[config.mk]
export PLATFORM = sky130hd
export DESIGN_NAME = fir_axilite_cfg
export DESIGN_NICKNAME = d
export VERILOG_FILES = /design/src/rtl/fir_axilite_cfg.sv
export SDC_FILE = /design/constraint.sdc
export NUM_CORES = 1
export LEC_CHECK = 0
export CORE_AREA = 2 2 101 103
export DETAILED_ROUTE_END_ITERATION = 10
export DIE_AREA = 0 0 103 105
export DONT_BUFFER_PORTS = 1
export HOLD_SLACK_MARGIN = 0.15
export PLACE_DENSITY = 0.67
export SLEW_MARGIN = 20
export SYNTH_ARGS = -nofsm -noshare
export SYNTH_HDL_FRONTEND = slang
export SYNTH_SLANG_ARGS = --single-unit
[constraint.sdc]
create_clock -name axis_clk -period 8.8 [get_ports axis_clk]
set_input_delay 1.76 -clock axis_clk [delete_from_list [all_inputs] [get_ports axis_clk]]
set_output_delay 1.76 -clock axis_clk [all_outputs]
set_load 0.005 [all_outputs]
[src/rtl/fir_axilite_cfg.sv]
// AXI-Lite configuration slave for the FIR: ap_ctrl/data_length registers,
// config write strobe toward the ap FSM, and host access to the tap RAM.
module fir_axilite_cfg #(
    parameter int pADDR_WIDTH = 12,
    parameter int pDATA_WIDTH = 32,
    parameter int Tape_Num    = 11
) (
    input  logic                   axis_clk,
    input  logic                   axis_rst,
    input  logic [pADDR_WIDTH-1:0] awaddr,
    input  logic                   awvalid,
    output logic                   awready,
    input  logic [pDATA_WIDTH-1:0] wdata,
    input  logic                   wvalid,
    output logic                   wready,
    input  logic [pADDR_WIDTH-1:0] araddr,
    input  logic                   arvalid,
    output logic                   arready,
    output logic [pDATA_WIDTH-1:0] rdata,
    output logic                   rvalid,
    input  logic                   rready,
    output logic [pADDR_WIDTH-1:0] config_write_address,
    output logic [pDATA_WIDTH-1:0] config_write_data,
    output logic [31:0]            data_length,
    input  logic                   ap_start,
    input  logic                   ap_done,
    input  logic                   ap_idle,
    output logic                   tap_EN,
    output logic [3:0]             tap_WE,
    output logic [pADDR_WIDTH-1:0] tap_A,
    output logic [pDATA_WIDTH-1:0] tap_Di,
    input  logic [pDATA_WIDTH-1:0] tap_Do
);

    localparam logic [pADDR_WIDTH-1:0] ADDR_CTRL = '0;
    localparam logic [pADDR_WIDTH-1:0] ADDR_LEN  = pADDR_WIDTH'(32'h10);
    localparam logic [pADDR_WIDTH-1:0] TAP_BASE  = pADDR_WIDTH'(32'h20);
    localparam logic [pADDR_WIDTH-1:0] TAP_END   = pADDR_WIDTH'(32'h20 + 4 * Tape_Num);

    typedef enum logic [1:0] {R_IDLE, R_WAIT, R_DATA} rstate_t;

    function automatic logic is_tap(input logic [pADDR_WIDTH-1:0] a);
        return (a >= TAP_BASE) && (a < TAP_END);
    endfunction

    logic                   w_acc_q, w_acc_d;
    logic [pADDR_WIDTH-1:0] cfg_addr_q, cfg_addr_d;
    logic [pDATA_WIDTH-1:0] cfg_data_q, cfg_data_d;
    logic [31:0]            len_q, len_d;
    rstate_t                state_q, state_d;
    logic [pDATA_WIDTH-1:0] rdata_q, rdata_d;
    logic                   ram_wr, ar_block, rd_en;
    logic [pADDR_WIDTH-1:0] rd_a;

    // Accept fires the cycle after both valids are seen; the ~w_acc_q term
    // keeps the still-high valids of the accept cycle from re-triggering.
    assign w_acc_d    = awvalid & wvalid & ~w_acc_q;
    assign awready    = w_acc_q;
    assign wready     = w_acc_q;
    assign cfg_addr_d = w_acc_q ? awaddr : '1;
    assign cfg_data_d = w_acc_q ? wdata : '0;
    assign len_d      = (w_acc_q && awaddr == ADDR_LEN) ? 32'(wdata) : len_q;

    assign ram_wr   = w_acc_q & is_tap(awaddr) & ap_idle;
    // Write owns the single RAM port; a colliding tap read is stalled a cycle.
    assign ar_block = ram_wr & arvalid & is_tap(araddr);

    always_ff @(posedge axis_clk or posedge axis_rst) begin
        if (axis_rst) begin
            w_acc_q    <= 1'b0;
            cfg_addr_q <= '1;
            cfg_data_q <= '0;
            len_q      <= '0;
            state_q    <= R_IDLE;
            rdata_q    <= '0;
        end else begin
            w_acc_q    <= w_acc_d;
            cfg_addr_q <= cfg_addr_d;
            cfg_data_q <= cfg_data_d;
            len_q      <= len_d;
            state_q    <= state_d;
            rdata_q    <= rdata_d;
        end
    end

    always_comb begin
        state_d = state_q;
        rdata_d = rdata_q;
        arready = 1'b0;
        rvalid  = 1'b0;
        rd_en   = 1'b0;
        rd_a    = '0;
        case (state_q)
            R_IDLE: begin
                arready = ~ar_block;
                if (arvalid && !ar_block) begin
                    if (is_tap(araddr) && ap_idle) begin
                        rd_en   = ~axis_rst;
                        rd_a    = araddr - TAP_BASE;
                        state_d = R_WAIT;
                    end else begin
                        state_d = R_DATA;
                        rdata_d = '0;
                        if (is_tap(araddr))
                            rdata_d = '1;
                        else if (araddr == ADDR_CTRL)
                            rdata_d[2:0] = {ap_idle, ap_done, ap_start};
                        else if (araddr == ADDR_LEN)
                            rdata_d = pDATA_WIDTH'(len_q);
                    end
                end
            end
            R_WAIT: begin
                rdata_d = tap_Do;
                state_d = R_DATA;
            end
            R_DATA: begin
                rvalid = 1'b1;
                if (rready) state_d = R_IDLE;
            end
            default: state_d = R_IDLE;
        endcase
    end

    assign tap_EN = ram_wr | rd_en;
    assign tap_WE = ram_wr ? 4'hF : 4'h0;
    assign tap_A  = ram_wr ? (awaddr - TAP_BASE) : rd_a;
    assign tap_Di = wdata;

    assign rdata                = rdata_q;
    assign config_write_address = cfg_addr_q;
    assign config_write_data    = cfg_data_q;
    assign data_length          = len_q;

endmodule

==> flow_metrics.py, run 1 <==
metrics = {
    "global_route": {
        "antenna_found_initial": 1,
        "grt_pass1_vias": 3311,
        "grt_use_met1": 0.2575,
        "grt_overflow": 0,
        "grt_start_max_net_pins": 68,
        "grt_pass1_wl_mm": 18.36,
        "use_met3": 0.07559,
        "grt_util_met2": 0.3738,
        "grt.busiest_layer": "met2",
        "grt_use_total": 0.2230,
    },
    "final_layout": {
        "seqCellArea_sq_um": 2793,
        "multi_input_area_sq_um": 1712,
        "antenna_cells": 0,
        "final_cell_mix": "dfrtp_1, inv_1, and2_1, o21ai_0, a21oi_1",
        "fin_cells": 535,
        "drive_gt1_frac": 0.2090,
        "area_growth_pct": 0.2715,
        "postLayoutCoreUtil": 0.5275,
        "fillers": 893,
        "layout_commonest_cell": "dfrtp_1",
        "final_nets": 496,
    },
    "power": {
        "power_per_cell_area_nw_per_um2": 200.3,
        "pwr-share-clk": 0.326,
        "pwr-share-comb": 0.101,
        "swShare": 0.2631,
        "power_frac_seq": 0.572,
        "power.switching_uw": 267.9,
        "irDropWorstVdd_mv": 0.1006,
        "p_leak_nw": 2.370,
        "internal_power_uw": 750.6,
    },
    "timing": {
        "max_freq_ghz": 0.1881,
        "rsz0062_at_grt": "no",
        "min_period_over_period": 0.6041,
        "finalHoldViolations": 0,
        "fin_hold_ws_ns": 0.5569,
        "fin_crit_ns": 5.316,
        "setup_slack_ns": 3.484,
        "slew_viol_final": 0,
        "finalClockSkew_ns": 0.01722,
        "worstMarginPinSlew_ns": 0.9487,
        "timing.setup.tns_ns": 0,
        "slew_headroom": 0.3668,
        "finalSetupViolCount": 0,
    },
    "cts": {
        "cts_buffer_depth": 2,
        "root_buffer": "clkbuf_8",
        "cts_setup_buffers": 0,
        "clk_latency_ns": 0.36,
        "cts_tree": "done",
        "cts_max_level": 3,
        "hold_buffers": 0,
        "numCtsBuffers": 9,
        "cts_sinks": 111,
        "clk_pin_slew_worst_paths_ns": 0.10,
        "cts_resized": 0,
    },
    "synthesis": {
        "synth_edf_count": 0,
        "avgSynthCellArea_sq_um": 11.42,
        "yosys_register_bits": 111,
        "yosysSeqAreaShare": 0.5507,
        "syn_area_sq_um": 5071,
        "async_flop_share": 1.000,
        "yosys_warnings": 0,
        "synth_flop_cell": "dfrtp_1",
        "netlist_instances": 444,
        "ys_types": 43,
    },
    "setup_path": {
        "critical_path_class": "in -> out",
        "max_stage_delay_ns": 0.60,
        "cp_max_fo": 11,
        "cp.arrival_ns": 3.56,
        "end_kind": "output pin",
        "crit_chain": "or4_4 -> or3b_4 -> a2111oi_4 -> a22o_1",
        "start_kind": "primary input",
        "crit_slowest_cell": "a2111oi_4",
        "cp.required_ns": 7.04,
    },
    "detailed_routing": {
        "ant_nets": 0,
        "post_drt_wl_per_cell_microns": 23.04,
        "drcViolationCount": 0,
        "vias_per_cell": 5.927,
        "postRouteWirelength_mm": 12.33,
        "num_vias": 3171,
        "dr.pass1.iters": 4,
        "drt-initial-drc-count": 168,
    },
    "placed_design": {
        "port_buffers": 0,
        "place_ws_ns": 3.508,
        "dpl.hpwl_mm": 8.413,
        "dp_cells": 519,
        "place.gp.congestion": 0.8720,
    },
    "die": {
        "core_sq_um": 9639,
        "rows": 36,
        "initial_core_util": 0.5261,
        "die_w_microns": 103,
        "io-pin-count": 258,
        "dieArea_sq_um": 10820,
        "die_y_microns": 105,
    },
    "run_status": {
        "outcome": "finished clean",
    },
    "min_path": {
        "hp-class": "reg -> reg",
    },
    "job": {
        "cap_violations": 0,
    },
}
==> per-stage QoR <==
step	area (sq um)	power (mW)
final	5085	1.019
after global placement	4862	0.6926
after floorplan	5075	0.6776
after detailed placement	4862	0.6980
after CTS	5082	1.031
after global routing	5085	1.068
==> Yosys cell counts, types with 10 or more instances <==
cell	n	area [sq um]
dfrtp_1	99	2477
inv_1	41	153.9
buf_4	40	300.3
a21oi_1	32	160.2
and2_1	32	200.2
o21ai_0	32	160.2
mux2_2	31	349.1
a211oi_1	20	150.1
nand2b_1	14	87.58
clkbuf_1	12	45.04
dfstp_2	12	315.3
a211oi_2	10	125.1
==> flip-flops by register name, summed over array words and instances, names as in the netlist <==
name and count:
data_length 32, rdata 32, config_write_data 32, awready 1, config_write_address 12, state_q 2
==> worst paths after layout <==
kind                            start             end  slack, ns  cells after the start
setup reg to reg              awready  data_length[2]       6.15                      5
min in group asynchronous    axis_rst       rdata[16]       1.32                      1
hold reg to reg             rdata[27]       rdata[27]       0.56                      2
max in group asynchronous    axis_rst      state_q[0]       6.22                      2
hold / removal              rdata[27]       rdata[27]       0.56                      2
setup / recovery           araddr[11]        tap_A[5]       3.48                      4
==> power by group through the flow <==
stage / registers (mW) / clock network (mW) / logic (mW)
after floorplan: 0.582 / 0 / 0.0959
after global placement: 0.592 / 0 / 0.100
after detailed placement: 0.593 / 0 / 0.105
after CTS: 0.584 / 0.343 / 0.105
after global routing: 0.588 / 0.363 / 0.117
final: 0.583 / 0.332 / 0.103
==> per-layer routing <==
layer | share of wire | vias to the layer above
met3 | 0.089 | 30
met4 | 0.025 | 2
met2 | 0.51 | 179
met5 | 0.0011 | -
li1 | - | 1370
met1 | 0.38 | 1590
==> final cells by class <==
cell class	count	area share
inverters	41	0.03076
clock buffers	10	0.02510
well taps	133	0.03273
repair buffers	5	0.007382
clock inverters	6	0.01821
multi-input cells	229	0.3366
flip-flops and latches	111	0.5492
==> worst max-delay path: cells and delay by family <==
kind / cells / cell delay, ns
simple gates: 2 / 0.93
compound gates: 2 / 0.87
==> cells by family (layout without fill, tap and decap cells) <==
kind of cell | after synthesis | count (layout) | synth area share
other | 1 | 2 | 0.0007395
adders and majority gates | 2 | 2 | 0.004934
xor gates and xnor gates | 2 | 2 | 0.003455
AOI/OAI and AO/OA | 114 | 114 | 0.1545
buffers and inverters | 105 | 62 | 0.1140
DFF | 111 | 111 | 0.5507
muxes | 36 | 36 | 0.07895
and+or+nand+nor | 73 | 73 | 0.09277
(Power assumes the default switching activity.)
==> run 2, diff against run 1 <==
==> constraint.sdc (replaced) <==
create_clock -name axis_clk -period 5.4 [get_ports axis_clk]
set_input_delay 1.08 -clock axis_clk [delete_from_list [all_inputs] [get_ports axis_clk]]
set_output_delay 1.08 -clock axis_clk [all_outputs]
set_load 0.005 [all_outputs]
==> flow_metrics.py, run 2 (synthesis results as in run 1) <==
metrics = {
    "setup_path": {
        "end_kind": "output pin",
        "crit_chain": "or4_4 -> or3b_4 -> a2111oi_4 -> a22o_1",
        "critical_path_class": "in -> out",
        "cp.required_ns": 4.32,
        "cp_max_fo": 11,
        "cp.arrival_ns": 2.87,
        "crit_slowest_cell": "a2111oi_4",
        "max_stage_delay_ns": 0.59,
        "start_kind": "primary input",
        "ff2ff_setup_slack_ns": 2.74,
    },
    "timing": {
        "slew_viol_final": 0,
        "worstMarginPinSlew_ns": 0.9792,
        "fin_crit_ns": 3.948,
        "rsz0062_at_grt": "no",
        "finalSetupViolCount": 0,
        "min_period_over_period": 0.7311,
        "max_freq_ghz": 0.2533,
        "slew_headroom": 0.3465,
        "timing.setup.tns_ns": 0,
        "finalClockSkew_ns": 0.007950,
        "finalHoldViolations": 0,
    },
    "power": {
        "pwr-share-clk": 0.328,
        "internal_power_mw": 1.233,
        "power_per_cell_area_nw_per_um2": 326.8,
        "swShare": 0.2581,
        "irDropWorstVdd_mv": 0.1709,
        "power.switching_uw": 429.2,
        "p_leak_nw": 2.377,
        "power_frac_seq": 0.571,
        "pwr-share-comb": 0.101,
    },
    "final_layout": {
        "seqCellArea_sq_um": 2793,
        "drive_gt1_frac": 0.2090,
        "antenna_cells": 0,
        "area_growth_pct": 0.3208,
        "postLayoutCoreUtil": 0.5278,
        "multi_input_area_sq_um": 1712,
        "fillers": 863,
        "final_nets": 496,
        "final_cell_mix": "dfrtp_1, inv_1, and2_1, o21ai_0, a21oi_1",
        "layout_commonest_cell": "dfrtp_1",
    },
    "detailed_routing": {
        "post_drt_wl_per_cell_microns": 22.76,
        "postRouteWirelength_mm": 12.18,
        "ant_nets": 0,
        "dr.pass1.iters": 4,
        "vias_per_cell": 5.961,
        "drt-initial-drc-count": 145,
        "num_vias": 3189,
        "drcViolationCount": 0,
    },
    "cts": {
        "clk_latency_ns": 0.37,
        "cts_resized": 0,
        "cts_sinks": 111,
        "numCtsBuffers": 9,
        "cts_buffer_depth": 2,
        "hold_buffers": 0,
        "cts_max_level": 3,
        "cts_tree": "done",
        "clk_pin_slew_worst_paths_ns": 0.10,
        "cts_setup_buffers": 0,
        "root_buffer": "clkbuf_8",
    },
    "die": {
        "die_y_microns": 105,
        "die_w_microns": 103,
        "initial_core_util": 0.5261,
        "rows": 36,
        "core_sq_um": 9639,
        "dieArea_sq_um": 10820,
        "io-pin-count": 258,
    },
    "global_route": {
        "grt_overflow": 0,
        "grt_pass1_wl_mm": 18.29,
        "antenna_found_initial": 1,
        "grt_pass1_vias": 3276,
        "grt_use_total": 0.2240,
        "grt_start_max_net_pins": 69,
    },
    "placed_design": {
        "port_buffers": 0,
        "dpl.hpwl_mm": 8.401,
        "place.gp.congestion": 0.8665,
    },
    "job": {
        "cap_violations": 0,
    },
    "run_status": {
        "outcome": "finished clean",
    },
    "min_path": {
        "hp-class": "reg -> reg",
    },
}
-- run 2: worst paths after layout --
path | startpoint | endpoint | cells after the start
max in group asynchronous | axis_rst | config_write_address[4] | 2
min in group asynchronous | axis_rst | config_write_data[8] | 1
worst min register to register | rdata[27] | rdata[27] | 2
worst max-delay path | araddr[11] | tap_A[1] | 4
worst max register to register | awready | data_length[2] | 5
worst min-delay path | rdata[27] | rdata[27] | 2
-- run 2: layout make-up --
type / instances / share of cell area
Clock buffer: 11 / 0.02779
Sequential cell: 111 / 0.5489
Multi-Input combinational cell: 229 / 0.3364
Timing Repair Buffer: 5 / 0.007378
Tap cell: 133 / 0.03271
Inverter: 41 / 0.03074
Clock inverter: 5 / 0.01599
-- run 2: power by group through the flow --
stage / registers [mW] / logic [mW] / clock network [mW]
after global routing: 0.958 / 0.190 / 0.593
after CTS: 0.951 / 0.170 / 0.558
after global placement: 0.965 / 0.164 / 0
after floorplan: 0.948 / 0.156 / 0
final: 0.950 / 0.168 / 0.545
after detailed placement: 0.966 / 0.170 / 0
-- run 2: critical path: cells and delay by family --
| kind | cells | cell delay (ns) |
|---|---|---|
| AO/OA/AOI/OAI | 2 | 0.85 |
| AND/OR/NAND/NOR | 2 | 0.94 |
-- run 2: stage by stage --
| stage | instances | setup slack [ns] | cell area [sq um] | power [mW] | hold WS [ns] |
|---|---|---|---|---|---|
| 3_5_place_dp | 519 | 1.470 | 4862 | 1.136 | 0.5403 |
| 2_1_floorplan | 445 | 1.409 | 5075 | 1.104 | 0.5101 |
| 6_report | 535 | 1.452 | 5087 | 1.663 | 0.5561 |
| 5_1_grt | 535 | 1.385 | 5087 | 1.742 | 0.5753 |
| 4_1_cts | 535 | 1.461 | 5085 | 1.680 | 0.5576 |
| 3_3_place_gp | 519 | 1.521 | 4862 | 1.129 | 0.5304 |
-- run 2: metal layers --
layer,vias to the layer above,part of all wire,global-route usage
met4,2,0.016,0.07989
met5,-,0.0011,0
met3,19,0.078,0.06622
li1,1374,-,-
met2,168,0.52,0.3822
met1,1626,0.39,0.2642
